### src/rtl/rst_seq.sv
// ---------------------------------------------------------------------------
// rst_seq
// Reset synchronizer and sequencer for the chip-level reset tree.
// The pad reset asserts every output immediately and asynchronously. Release
// is synchronous: after a synchronizer chain and a hold time, the outputs are
// released one at a time, bit 0 first, spaced STAGGER clocks apart. A software
// request re-runs the hold and release sequence without the pad reset.
//
// Ports:
//   clk         - system clock
//   rst_n       - asynchronous active-low pad reset
//   sw_rst_req  - synchronous, level-sensitive software reset request
//   rst_out_n   - N_OUT active-low sequenced reset outputs (bit 0 first)
//   rst_done    - high once every output has been released
//   rst_cause   - 0: last reset came from rst_n, 1: from sw_rst_req
// ---------------------------------------------------------------------------
module rst_seq #(
    parameter int SYNC_STAGES = 2,
    parameter int N_OUT       = 3,
    parameter int HOLD_CYCLES = 4,
    parameter int STAGGER     = 4
) (
    input  logic             clk,
    input  logic             rst_n,
    input  logic             sw_rst_req,
    output logic [N_OUT-1:0] rst_out_n,
    output logic             rst_done,
    output logic             rst_cause
);

    localparam int MAX_CNT = (HOLD_CYCLES > STAGGER) ? HOLD_CYCLES : STAGGER;
    localparam int CW      = $clog2(MAX_CNT + 1);
    localparam int IW      = $clog2(N_OUT + 1);

    typedef enum logic [1:0] {
        ST_HOLD,
        ST_RELEASE,
        ST_RUN
    } state_t;

    logic [SYNC_STAGES-1:0] r_sync;
    state_t                 r_state,   w_stateNext;
    logic [CW-1:0]          r_holdCnt, w_holdCntNext;
    logic [CW-1:0]          r_stgCnt,  w_stgCntNext;
    logic [IW-1:0]          r_idx,     w_idxNext;
    logic [N_OUT-1:0]       r_out,     w_outNext;
    logic                   r_done,    w_doneNext;
    logic                   r_cause,   w_causeNext;

    logic                   w_s;
    logic [CW-1:0]          w_holdInc;
    logic [CW-1:0]          w_stgInc;

    // Deassertion synchronizer: ones shift in only while rst_n is high, so the
    // release of the pad reset is seen a fixed number of clocks later and any
    // metastability on the first stage is resolved before it is used.
    always_ff @(posedge clk or negedge rst_n) begin
        if (!rst_n) begin
            r_sync <= '0;
        end else begin
            r_sync <= {r_sync[SYNC_STAGES-2:0], 1'b1};
        end
    end

    assign w_s       = r_sync[SYNC_STAGES-1];
    assign w_holdInc = r_holdCnt + 1'b1;
    assign w_stgInc  = r_stgCnt + 1'b1;

    // State and sequencing registers; all of them clear straight to the
    // asserted-reset condition when the pad reset goes low.
    always_ff @(posedge clk or negedge rst_n) begin
        if (!rst_n) begin
            r_state   <= ST_HOLD;
            r_holdCnt <= '0;
            r_stgCnt  <= '0;
            r_idx     <= '0;
            r_out     <= '0;
            r_done    <= 1'b0;
            r_cause   <= 1'b0;
        end else begin
            r_state   <= w_stateNext;
            r_holdCnt <= w_holdCntNext;
            r_stgCnt  <= w_stgCntNext;
            r_idx     <= w_idxNext;
            r_out     <= w_outNext;
            r_done    <= w_doneNext;
            r_cause   <= w_causeNext;
        end
    end

    // Next-state logic. A software request wins over the normal sequence in
    // every state, but only once the synchronized pad reset has cleared.
    // Counters are compared after incrementing so the release happens on the
    // edge where the count reaches its limit.
    always_comb begin
        w_stateNext   = r_state;
        w_holdCntNext = r_holdCnt;
        w_stgCntNext  = r_stgCnt;
        w_idxNext     = r_idx;
        w_outNext     = r_out;
        w_doneNext    = r_done;
        w_causeNext   = r_cause;

        if (w_s && sw_rst_req) begin
            w_outNext     = '0;
            w_doneNext    = 1'b0;
            w_causeNext   = 1'b1;
            w_stateNext   = ST_HOLD;
            w_holdCntNext = '0;
            w_stgCntNext  = '0;
            w_idxNext     = '0;
        end else begin
            case (r_state)
                ST_HOLD: begin
                    if (w_s) begin
                        if (w_holdInc == CW'(HOLD_CYCLES)) begin
                            w_outNext[0]  = 1'b1;
                            w_idxNext     = IW'(1);
                            w_stgCntNext  = '0;
                            w_holdCntNext = '0;
                            if (N_OUT == 1) begin
                                w_stateNext = ST_RUN;
                                w_doneNext  = 1'b1;
                            end else begin
                                w_stateNext = ST_RELEASE;
                            end
                        end else begin
                            w_holdCntNext = w_holdInc;
                        end
                    end
                end
                ST_RELEASE: begin
                    if (w_stgInc == CW'(STAGGER)) begin
                        for (int k = 0; k < N_OUT; k++) begin
                            if (IW'(k) == r_idx) begin
                                w_outNext[k] = 1'b1;
                            end
                        end
                        w_stgCntNext = '0;
                        w_idxNext    = r_idx + 1'b1;
                        if (r_idx == IW'(N_OUT - 1)) begin
                            w_stateNext = ST_RUN;
                            w_doneNext  = 1'b1;
                        end
                    end else begin
                        w_stgCntNext = w_stgInc;
                    end
                end
                ST_RUN: begin
                    w_outNext  = '1;
                    w_doneNext = 1'b1;
                end
                default: begin
                    w_stateNext = ST_HOLD;
                end
            endcase
        end
    end

    assign rst_out_n = r_out;
    assign rst_done  = r_done;
    assign rst_cause = r_cause;

endmodule

### config.mk
export PLATFORM = sky130hd
export DESIGN_NAME = rst_seq
export DESIGN_NICKNAME = d
export VERILOG_FILES = /design/src/rtl/rst_seq.sv
export SDC_FILE = /design/constraint.sdc
export NUM_CORES = 1
export LEC_CHECK = 0
export ABC_AREA = 1
export CAP_MARGIN = 20
export CELL_PAD_IN_SITES_DETAIL_PLACEMENT = 0
export CELL_PAD_IN_SITES_GLOBAL_PLACEMENT = 1
export CORE_MARGIN = 2
export CORE_UTILIZATION = 42
export CTS_CLUSTER_SIZE = 10
export DETAILED_ROUTE_END_ITERATION = 16
export GPL_TIMING_DRIVEN = 0
export HOLD_SLACK_MARGIN = 0.05
export PLACE_DENSITY = 0.83
export SETUP_SLACK_MARGIN = 0.3
export SLEW_MARGIN = 20
export SYNTH_ARGS = -nofsm -noshare
export SYNTH_HDL_FRONTEND = slang
export SYNTH_SLANG_ARGS = --single-unit
export TNS_END_PERCENT = 20
### constraint.sdc
create_clock -name clk -period 1.7 [get_ports clk]
set_input_delay 0.17 -clock clk [delete_from_list [all_inputs] [get_ports clk]]
set_output_delay 0.17 -clock clk [all_outputs]
set_load 0.02 [all_outputs]
==> impl_results.md <==
* Run status: completed
* Pwr dens at 1579 nW/µm²
* Slowest stage cell, crit path: clkdlybuf4s50_1
* Tcrit/Tclk final at 84.88%
* Slew Limit Fails at 0
* Setup TNS at 0 ns
* Final hold vios at 0
* Worst Path Arrival at 1.27 ns
* Syn Inst Count at 120
* EDFF count, synth at 0
* Fin area at 1212 µm²
* Sequential share of power at 31.6%
* Worst-Skew Late Latency at 0.29 ns
* Drt pass-1 iters at 6
* GR Util All Layers at 15.98%
* Mapped cell area at 1008 µm²
* Max_slew headroom at 51.15%
* Compound-gate portion of the synthesized area at 4.963%
* Ys flop type: dfrtp_1
* Critical path startpoint category: flip-flop
* Cts bufs inserted at 3
* Largest net degree at the start of global routing at 17
* Net Count, Synth at 130
* Clock skew at 0.004470 ns
* Synth Area in Adders at 8.685%
* Main area contributors after synthesis: dfrtp_1 (40%), nand2_1 (11%), ha_1 (8.7%)
* Cell row count at 17
* Achievable Freq at 693.0 MHz
* Final HPWL DP at 1.332 mm
* Via count at 797
* Clock group share of total power at 13.4%
* Fraction of layout cells with a size suffix above 1 at 27.94%
* IO buf count at 7
* Yosys warning total at 0
* Tmin final at 1.443 ns
* Combinational Power Share at 55.1%
* GP Congestion at 0.7612
* CTS tree: done
* Max Root-Sink Buffers at 2
* Synth area leader: dfrtp_1
* WP buf/inv at 1
* Crit path depth at 1
* Peak supply drop at 714.8 µV
* Die area at 2809 µm²
* Area of the core at 2233 µm²
* DRT antenna net count at 0
* CP delay by family, top: buffers and inverters
* Max cap viols at 0
* Critical R2R Launch: r_stgCnt[0]
* First-pass GRT wire length at 3.118 mm
* Least-Margin Pin Slew at 0.7305 ns
* Global route total overflow at 0
* Most common cell in the netlist: nand2_1
* RR Endpoint: rst_out_n[1]
* Multiplexer area fraction after synthesis at 0%
* Largest family of logic cells by synthesized area: simple AND/OR/NAND/NOR gates
* Min-Delay Path Class: in -> async
* Pleak at 0.0006249 µW
* Placed cell area at 1114 µm²
* WL final at 1.868 mm
* CP Data Required Time at 1.53 ns
* Synth Register Bits at 16
* DRC errors left at 0
* Cell count of the worst reg-to-reg path at 6
* Cell variety after synth at 25
* Internal at 1082 µW
* Simple-gate portion of the synthesized area at 36.23%
* WL/cell at 11.39 µm
* Die width at 53 µm
* Starting DRT DRC Count at 8
* Reg2Reg Setup Slack at 0.42 ns
* Clk sinks at 16
* Fin nets at 147
* I/O Pins at 8
* Mapped Avg Cell Area at 8.404 µm²
* RSZ-0062 raised after global routing: true
* Initial antenna violation count at 0
* Area grow syn2layout at 20.22%
* Post-Synth XOR/XNOR Area at 0%
* Switch share at 43.44%
* Crit-path cells: clkdlybuf4s50_1
* Ys async rst share at 100.0%
* P_sw at 831.4 µW
* CP max FO at 2
* Starting density of the core at 45.15%
* Final setup vio count at 0
* Vias in the first global route at 762
* Top cells by count, synth: nand2_1 (30), dfrtp_1 (16), inv_1 (14)
* CTS H-tree lvls at 1
* Vias per cell at 4.860
* Yosys top cell area share at 39.70%
* Clk slew on worst S/H paths at 0.09 ns
* Setup crit end kind: primary output
* # diodes at 0
* Setup CP Type: reg -> out
* CTS Root Cell: clkbuf_4
* Max incr delay on CP at 0.61 ns
* Register area share after synthesis at 39.70%
* Chip height at 53 µm
==> state kept, by name, summed over array words and instances (netlist names) <==
signal     flops
r_idx          2
r_state        2
r_stgCnt       3
rst_cause      1
r_holdCnt      3
rst_out_n      3
r_sync         2
==> layout make-up <==
type | count | area (µm²)
buffer | 3 | 30.03
clock buffer | 4 | 36.28
fill | 231 | 1021
inverter | 19 | 71.32
multi-input combinational | 83 | 538.0
sequential | 16 | 400.4
tap | 28 | 35.03
timing repair buffer | 11 | 101.3
==> worst max-delay path by stage <==
stage | startpoint | end | slack, ns
finish | rst_out_n[1] | rst_out_n[1] | 0.26
global route | rst_out_n[1] | rst_out_n[1] | 0.21
CTS | rst_out_n[1] | rst_out_n[1] | 0.23
detailed placement | sw_rst_req | r_stgCnt[0] | 0.26
global placement | sw_rst_req | r_stgCnt[2] | 0.27
floorplan | r_stgCnt[0] | rst_out_n[0] | 0.46
==> layer usage <==
layer  global-route usage (%)  wire (µm)
met2                    28.13        935
met1                    17.11        848
met4                    10.26         55
met3                    3.390         28
met5                        0          0
==> per-stage QoR <==
step,utilization [%],hold WS (ns),std cells,total power [µW],setup WS (ns)
finish,54.29,0.3028,164,1914,0.2571
global route,54.29,0.3625,164,2105,0.2137
CTS,51.43,0.3300,159,1864,0.2309
detailed placement,49.86,0.3371,155,1602,0.2635
global placement,49.86,0.3317,155,1573,0.2740
floorplan,-,-0.1256,120,1353,0.4642
==> cell families (layout without fill, tap and decap cells) <==
logic type	count (synthesis)	after routing
adder cells (fa/ha/maj)	7	7
other	1	1
buffers and inverters	22	37
AO/OA/AOI/OAI	8	8
flip-flops	16	16
AND/OR/NAND/NOR	66	67
==> power by group through the flow <==
stage	Combinational, µW	Sequential (µW)	Clock [µW]
finish	1050	605	256
global route	1200	625	283
CTS	975	619	271
detailed placement	975	627	0
global placement	952	621	0
floorplan	704	649	0
==> what timing repair did <==
action / in CTS / in global routing
buffers inserted: 0 / 4
setup endpoints to repair: 5 / 12
hold endpoints to repair: 0 / 0
hold buffers: 0 / 0
resized for setup: 1 / 6
cloned: 0 / 1
pin swaps: 0 / 2
==> placed cells by master (no fill, tap or decap), drive strengths merged <==
cell type and instances:
nand2 36, inv 19, dfrtp 16, nand3 12, nor2 12, ha 7, buf 7, nand4 6
clkdlybuf4s50 5, o21ai 5, clkbuf 4, a21oi 2, or2 1, o31ai 1, dlymetal6s2s 1, dlygate4sd2 1
conb 1
Power figures use the tool's default switching activity.
